$ cat src/rtl/fir_pkg.sv
// Shared definitions for the serial FIR: FSM state encoding, accumulator
// sizing and the power-on coefficient rule (identity filter).
package fir_pkg;

  typedef enum logic [1:0] {
    IDLE,
    MAC,
    DONE
  } fir_state_t;

  function automatic int acc_width(input int data_w, input int coef_w, input int taps);
    return data_w + coef_w + $clog2(taps);
  endfunction

  // Tap 0 resets to unity and every other tap to zero, so out-of-reset the filter passes samples through.
  function automatic int reset_coef(input int k);
    return (k == 0) ? 1 : 0;
  endfunction

endpackage

$ cat src/rtl/fir_out_scale.sv
// Combinational accumulator-to-output scaler. Define FIR_ROUND_SAT_EN for
// round-half-up plus saturation; otherwise the result is truncated and wraps.
module fir_out_scale #(
  parameter int ACC_W = 35,
  parameter int OUT_W = 32,
  parameter int SHIFT = 0
) (
  input  logic signed [ACC_W-1:0] acc,
  output logic signed [OUT_W-1:0] result
);

  // One guard bit above the wider of the accumulator and the shifted output window.
  localparam int EXT_W = ((ACC_W > OUT_W + SHIFT) ? ACC_W : OUT_W + SHIFT) + 1;

  logic signed [EXT_W-1:0] ext;

  assign ext = EXT_W'(acc);

`ifdef FIR_ROUND_SAT_EN
  localparam int RND_SH = (SHIFT > 0) ? SHIFT - 1 : 0;
  localparam logic signed [EXT_W-1:0] RND = EXT_W'(SHIFT > 0) <<< RND_SH;

  logic signed [EXT_W-1:0] shifted;
  logic [EXT_W-OUT_W:0]    top_bits;

  assign shifted  = (ext + RND) >>> SHIFT;
  assign top_bits = shifted[EXT_W-1:OUT_W-1];

  // The value fits when every bit above the output sign bit repeats it.
  always_comb begin
    if (&top_bits || ~|top_bits) begin
      result = shifted[OUT_W-1:0];
    end else if (shifted[EXT_W-1]) begin
      result = {1'b1, {(OUT_W-1){1'b0}}};
    end else begin
      result = {1'b0, {(OUT_W-1){1'b1}}};
    end
  end
`else
  assign result = OUT_W'(ext >>> SHIFT);
`endif

endmodule

$ cat src/rtl/fir_mac_serial.sv
// Time-multiplexed FIR: one signed MAC per clock over a TAPS-deep delay line,
// with a runtime coefficient port. Output scaling honours FIR_ROUND_SAT_EN.
module fir_mac_serial
  import fir_pkg::*;
#(
  parameter int DATA_W = 16,
  parameter int COEF_W = 16,
  parameter int TAPS   = 8,
  parameter int OUT_W  = 32,
  parameter int SHIFT  = 0
) (
  input  logic                      clk,
  input  logic                      reset,
  input  logic                      in_valid,
  output logic                      in_ready,
  input  logic signed [DATA_W-1:0]  sample_in,
  input  logic                      coef_we,
  input  logic [$clog2(TAPS)-1:0]   coef_addr,
  input  logic signed [COEF_W-1:0]  coef_data,
  output logic                      out_valid,
  output logic signed [OUT_W-1:0]   filter_out
);

  localparam int ADDR_W = $clog2(TAPS);
  localparam int ACC_W  = acc_width(DATA_W, COEF_W, TAPS);
  localparam int PROD_W = DATA_W + COEF_W;

  fir_state_t state, state_nxt;

  logic [ADDR_W-1:0]        idx;
  logic signed [ACC_W-1:0]  acc;
  logic signed [DATA_W-1:0] x [TAPS];
  logic signed [COEF_W-1:0] c [TAPS];
  logic signed [PROD_W-1:0] prod;
  logic signed [OUT_W-1:0]  scaled;
  logic                     accept;
  logic                     last_tap;
  logic                     addr_ok;

  assign in_ready = (state == IDLE) && !reset;
  assign accept   = in_valid && in_ready;
  assign last_tap = (idx == ADDR_W'(TAPS - 1));
  assign prod     = PROD_W'(x[idx]) * PROD_W'(c[idx]);

  // Out-of-range addresses only exist when TAPS is not a power of two.
  generate
    if (TAPS == (1 << ADDR_W)) begin : g_addr_full
      assign addr_ok = 1'b1;
    end else begin : g_addr_part
      assign addr_ok = (32'(coef_addr) < TAPS);
    end
  endgenerate

  always_comb begin
    state_nxt = state;
    case (state)
      IDLE:    if (accept) state_nxt = MAC;
      MAC:     if (last_tap) state_nxt = DONE;
      DONE:    state_nxt = IDLE;
      default: state_nxt = IDLE;
    endcase
  end

  always_ff @(posedge clk or posedge reset) begin
    if (reset) begin
      state      <= IDLE;
      idx        <= '0;
      acc        <= '0;
      out_valid  <= 1'b0;
      filter_out <= '0;
      for (int k = 0; k < TAPS; k++) x[k] <= '0;
    end else begin
      state     <= state_nxt;
      out_valid <= 1'b0;
      case (state)
        IDLE: begin
          if (accept) begin
            x[0] <= sample_in;
            for (int k = 1; k < TAPS; k++) x[k] <= x[k-1];
            acc <= '0;
            idx <= '0;
          end
        end
        MAC: begin
          acc <= acc + ACC_W'(prod);
          idx <= idx + ADDR_W'(1);
        end
        DONE: begin
          filter_out <= scaled;
          out_valid  <= 1'b1;
        end
        default: ;
      endcase
    end
  end

  // Writes land at the clock edge, so a MAC reading the same tap that cycle still sees the old value.
  always_ff @(posedge clk or posedge reset) begin
    if (reset) begin
      for (int k = 0; k < TAPS; k++) c[k] <= COEF_W'(reset_coef(k));
    end else if (coef_we && addr_ok) begin
      c[coef_addr] <= coef_data;
    end
  end

  fir_out_scale #(
    .ACC_W (ACC_W),
    .OUT_W (OUT_W),
    .SHIFT (SHIFT)
  ) u_scale (
    .acc    (acc),
    .result (scaled)
  );

endmodule

$ cat config.mk
export PLATFORM = sky130hd
export DESIGN_NAME = fir_mac_serial
export DESIGN_NICKNAME = d
export VERILOG_FILES = /design/src/rtl/fir_pkg.sv /design/src/rtl/fir_out_scale.sv /design/src/rtl/fir_mac_serial.sv
export SDC_FILE = /design/constraint.sdc
export NUM_CORES = 1
export LEC_CHECK = 0
export ABC_AREA = 1
export BUFFER_PORTS_ARGS = -buffer_cell sky130_fd_sc_hd__buf_2
export CORE_ASPECT_RATIO = 1.75
export CORE_MARGIN = 2
export CORE_UTILIZATION = 40
export DETAILED_ROUTE_END_ITERATION = 12
export HOLD_SLACK_MARGIN = 0.08
export SLEW_MARGIN = 20
export SYNTH_ARGS = -nofsm -noshare
export SYNTH_HDL_FRONTEND = slang
export SYNTH_HIERARCHICAL = 1
export SYNTH_SLANG_ARGS = --single-unit
$ cat constraint.sdc
create_clock -name clk -period 37.8 [get_ports clk]
set_input_delay 9.45 -clock clk [delete_from_list [all_inputs] [get_ports clk]]
set_output_delay 9.45 -clock clk [all_outputs]
set_load 0.005 [all_outputs]
==> summary.md, run 1 <==
| Metric | Value |
|---|---|
| # IOs | 73 |
| Number of global-route vias before repair | 19900 |
| Port buffer count | 72 |
| Via count | 19100 |
| Hold Path Depth | 2 |
| Post-Syn Nets | 3486 |
| Fin nets | 3448 |
| Outcome | complete, no violations |
| Critical R2R Launch | idx[0] |
| Worst Tran Pin Value | 1080 ps |
| Max Root-Sink Buffers | 3 |
| Avg Inst Size Synth | 8.48 µm² |
| Die area | 0.0667 mm² |
| Fin crit share | 51.3% |
| Max incr delay on CP | 190 ps |
| Arrival @ worst endpoint | 9950 ps |
| Worst hold endpoint | filter_out[5] |
| Post-route ant nets | 0 |
| Die width | 196 µm |
| Min Tclk post-route | 19400 ps |
| Postcts setup bufs | 0 |
| Busiest grt layer | met2 |
| Min-delay worst type | flop to flop |
| Cts-stage hold buffer count | 0 |
| Detail Placement HPWL | 47200 µm |
| Count of final setup violators | 0 |
| Routed len/inst | 16.6 µm |
| Hold path startpoint | filter_out[5] |
| CTS tree | done |
| Kind of critical path | input pin to output port |
| H-Tree Depth | 1 |
| Startpoint class of the critical path | input pin |
| Slowest CP cell | nor3_2 |
| Post-Synthesis Cell Area | 0.0258 mm² |
| Number of antenna violations at the first check in global routing | 0 |
| Grt ovf | 0 |
| Worst path cell trace | buf_2 > nor3_2 > buf_2 |
| Area Growth Syn to Fin | 6.77% |
| # resized after CTS | 0 |
| # fillers | 6490 |
| Clk pin slew, worst setup/hold paths | 70 ps |
| Warnings from Yosys | 6 |
| CP dominant cell by count | buf_2 |
| Global-route wire length before repair | 105000 µm |
| Grt met2 use | 36.5% |
| R2r worst-path depth | 25 |
| CP max FO | 2 |
| Final Max Tran Viols | 0 |
| Layout cells sized above 1 | 8.64% |
| CTS Sinks | 326 |
| DRT iter0 DRCs | 1105 |
| Commonest non-fill, non-tap cell in the layout | nand2_1 |
| Non-filler cells, final | 3845 |
| Num CTS Buffers | 31 |
| Setup TNS | 0 ps |
| Max frequency | 0.0516 GHz |
| Critical Path Sink Type | output port |
| 1st-pass router iterations | 5 |
| DP Cell Count | 3786 |
| Clk_lat worst skew | 620 ps |
| Drt drc | 0 |
| Total Routed Length | 63700 µm |
| Worst EP required | 28350 ps |
| Grt met1 use | 23.4% |
| Maximum number of pins on one net before global-route repair | 121 |
| RSZ-0062 raised after global routing | false |
| Initial Util | 40.3% |
| Critical path launch point | reset |
| R2R Setup Slk | 29450 ps |
| Rows | 123 |
| Synth Instances | 3046 |
| Skew final | 32.2 ps |
| Final hold vios | 0 |
| GPL Wtd Cong | 0.975 |
| Reg2reg end | acc[28] |
| Root Buffer | clkbuf_16 |
| Core Area | 0.0640 mm² |
| Vias per cell | 4.97 |
| Met3 Use GR | 1.52% |
| Chip height | 340 µm |
| Max Cap Viol | 0 |
| Slew headroom | 28.2% |
| Ant diodes | 0 |
| Gr usage total | 19.8% |
| Most frequent cells in the layout | nand2_1, inv_1, o21ai_0 |
==> layer usage <==
| layer | routed length, µm | vias up | share of wire, % |
|---|---|---|---|
| met2 | 32900 | 315 | 52 |
| met3 | 1600 | 124 | 2.5 |
| met4 | 3060 | 0 | 4.8 |
| met5 | 0 | - | 0 |
| met1 | 26100 | 9423 | 41 |
| li1 | - | 9249 | - |
==> worst max path at each step <==
stage | cells after the start | to | slack, ps
2_1_floorplan | 1 | in_ready | 18760
3_3_place_gp | 3 | in_ready | 18390
3_5_place_dp | 3 | in_ready | 18390
4_1_cts | 3 | in_ready | 18390
5_1_grt | 3 | in_ready | 18370
6_report | 3 | in_ready | 18400
==> worst max-delay path, delay by kind of cell <==
| family | cells | cell delay, ps |
|---|---|---|
| and+or+nand+nor | 1 | 190 |
| buffers and inverters | 2 | 300 |
==> cell type report <==
class	instances	area, µm²	area share (%)
clock inverter	14	194	0.703
timing repair buffer	95	561	2.03
sequential	326	8170	29.6
inverter	544	2070	7.49
multi-input combinational	2010	14700	53.2
tap	812	1020	3.68
clock buffer	44	905	3.28
==> per-stage QoR <==
step                area, µm²  hold WS [ps]  util, %  setup slack, ps
floorplan               25800           448        -            18760
CTS                     27500           470     43.0            18390
global placement        26400           450     41.3            18390
finish                  27600           465     43.1            18400
detailed placement      26400           454     41.3            18390
global route            27600           483     43.1            18370
==> registers in the layout (all words and copies together) (netlist names) <==
register,cells
acc,32
x,128
filter_out,32
idx,3
c,128
out_valid,1
state,2
Power of run 1 is not shown: default switching activity piles up to over one toggle a cycle in this logic, so the estimate is an artifact.
==> run 2: changes to the inputs <==
==> constraint.sdc (replaced) <==
create_clock -name clk -period 18.77 [get_ports clk]
set_input_delay 4.6925 -clock clk [delete_from_list [all_inputs] [get_ports clk]]
set_output_delay 4.6925 -clock clk [all_outputs]
set_load 0.005 [all_outputs]
==> run 2 against run 1 <==
Against the previous run: utilization shrank 0.19 points; worst hold slack gained 1.4 ps; final area fell by 0.44%; sequential cell count unchanged; die area did not move; clock-buffer cell count decreased by 3; register-to-register slack lost 19000 ps; critical path depth unchanged; critical endpoint unchanged.
==> summary.md, run 2 (synthesis gave the netlist of run 1 again) <==
| Metric | Value |
|---|---|
| Skew final | 26.1 ps (-6.05 ps) |
| Drt drc | 0 (unchanged) |
| Commonest non-fill, non-tap cell in the layout | nand2_1 |
| Final Max Tran Viols | 0 (unchanged) |
| Fin nets | 3447 (-0.029%) |
| Buffer and inverter count on the worst path | 2 (unchanged) |
| Setup TNS | 0 ps (unchanged) |
| DRT iter0 DRCs | 943 (-15%) |
| Total Routed Length | 63800 µm (+0.24%) |
| Max Root-Sink Buffers | 3 (unchanged) |
| Layout cells sized above 1 | 8.55% (-0.093 points) |
| Max incr delay on CP | 210 ps (+20 ps) |
| Initial Util | 40.3% (unchanged) |
| Max Cap Viol | 0 (unchanged) |
| Grt ovf | 0 (unchanged) |
| Worst path cell trace | buf_2 > nor3_2 > buf_2 |
| Most frequent cells in the layout | nand2_1, inv_1, o21ai_0 |
| # IOs | 73 (unchanged) |
| Final hold vios | 0 (unchanged) |
| Max frequency | 0.101 GHz |
| Reg area | 0.00817 mm² (unchanged) |
| Startpoint class of the critical path | input pin |
| Slew headroom | 26.2% (-2.0 points) |
| CP dominant cell by count | buf_2 |
| Core Area | 0.0640 mm² (unchanged) |
| Non-filler cells, final | 3843 (-0.052%) |
| Ant diodes | 0 (unchanged) |
| Clk_lat worst skew | 620 ps (about the same) |
| Kind of critical path | input pin to output port |
| Cts-stage hold buffer count | 0 (unchanged) |
| Post-route cell area | 0.0275 mm² (-0.44%) |
| Via count | 19100 (-0.068%) |
| Postcts setup bufs | 0 (unchanged) |
| CTS Sinks | 326 (unchanged) |
| DP Cell Count | 3786 (unchanged) |
| Chip height | 340 µm (unchanged) |
| Count of final setup violators | 0 (unchanged) |
| Arrival @ worst endpoint | 5210 ps (-4740 ps) |
| Die area | 0.0667 mm² (unchanged) |
| Area taken by multi-input logic gates | 0.0147 mm² (about the same) |
| Delay-heaviest family, CP | buffers and inverters |
| Number of antenna violations at the first check in global routing | 1 (+1) |
| Vias per cell | 4.97 (about the same) |
| Number of global-route vias before repair | 20000 (+0.61%) |
| Port buffer count | 72 (unchanged) |
| Post-DP Area | 0.0264 mm² (about the same) |
| Global-route wire length before repair | 106000 µm (+1.2%) |
| CP max FO | 2 (unchanged) |
| Maximum number of pins on one net before global-route repair | 117 (-3.3%) |
| Detail Placement HPWL | 47500 µm (+0.49%) |
| Clk pin slew, worst setup/hold paths | 60 ps (about the same) |
| Num CTS Buffers | 31 (unchanged) |
| Gr usage total | 20.0% (+0.23 points) |
| Worst EP required | 14080 ps (-14270 ps) |
| Area Growth Syn to Fin | 6.30% |
| GPL Wtd Cong | 0.987 (+1.3%) |
| Slowest CP cell | nor3_2 |
| Min Tclk post-route | 9900 ps |
| # resized after CTS | 0 (unchanged) |
| Biggest regs | c x128, x x128 |
| Root Buffer | clkbuf_16 |
| CTS tree | done |
| Rows | 123 (unchanged) |
| Min-delay worst type | flop to flop |
| RSZ-0062 raised after global routing | false |
| Critical Path Sink Type | output port |
| Worst Tran Pin Value | 1110 ps (+30.6 ps) |
| Outcome | complete, no violations |
| Post-route ant nets | 0 (unchanged) |
| # fillers | 6501 (+0.17%) |
| Routed len/inst | 16.6 µm (+0.29%) |
| Die width | 196 µm (unchanged) |
| Fin crit share | 52.8% |
| 1st-pass router iterations | 5 (unchanged) |
| Final design utilization | 42.9% (-0.19 points) |
| H-Tree Depth | 1 (unchanged) |
run 2: cell types whose count changed in the layout (fill, tap and decap cells not counted), sizes merged:
| cell | change |
|---|---|
| inv | +2 |
| bufinv | -2 |
| clkbuf | -3 |
| buf | -1 |
| clkinvlp | +1 |
| clkinv | +1 |
run 2: path summary, 6_finish.rpt:
kind / start / end / slack [ps] / cells after the start
max: reset / in_ready / 8870 / 3
min: filter_out[30] / filter_out[30] / 470 / 2
max reg2reg: idx[0] / acc[25] / 10590 / 27
min reg2reg: filter_out[30] / filter_out[30] / 470 / 2
max in group asynchronous: reset / x[110] / 11660 / 5
min in group asynchronous: reset / filter_out[13] / 4140 / 2
run 2: routing by layer:
layer	up-vias	global-route usage [%]	wire, µm	part of all wire (%)
li1	9227	-	-	-
met1	9404	23.4	26100	41
met2	323	36.8	32800	51
met3	142	1.87	1810	2.8
met4	2	9.20	3110	4.9
met5	-	0	13	0.020
run 2: per-stage QoR:
step	hold slack, ps	setup slack, ps
floorplan	448	5050
global placement	449	8870
detailed placement	454	8850
CTS	471	8850
global route	487	8830
finish	467	8870
run 2: final cells by class:
type	instances	share of cell area [%]
Inverter	544	7.52
Tap cell	812	3.70
Timing Repair Buffer	94	1.91
Sequential cell	326	29.7
Clock inverter	16	0.556
Multi-Input combinational cell	2010	53.4
Clock buffer	41	3.14
run 2: worst reg2reg max path, delay by kind of cell (launching register included):
kind,cells,cell delay (ps)
flip-flops,1,960
adder cells (fa/ha/maj),7,3880
buffers and inverters,7,1250
AND/OR/NAND/NOR,13,1970
Power of run 2 is left out for the same reason.
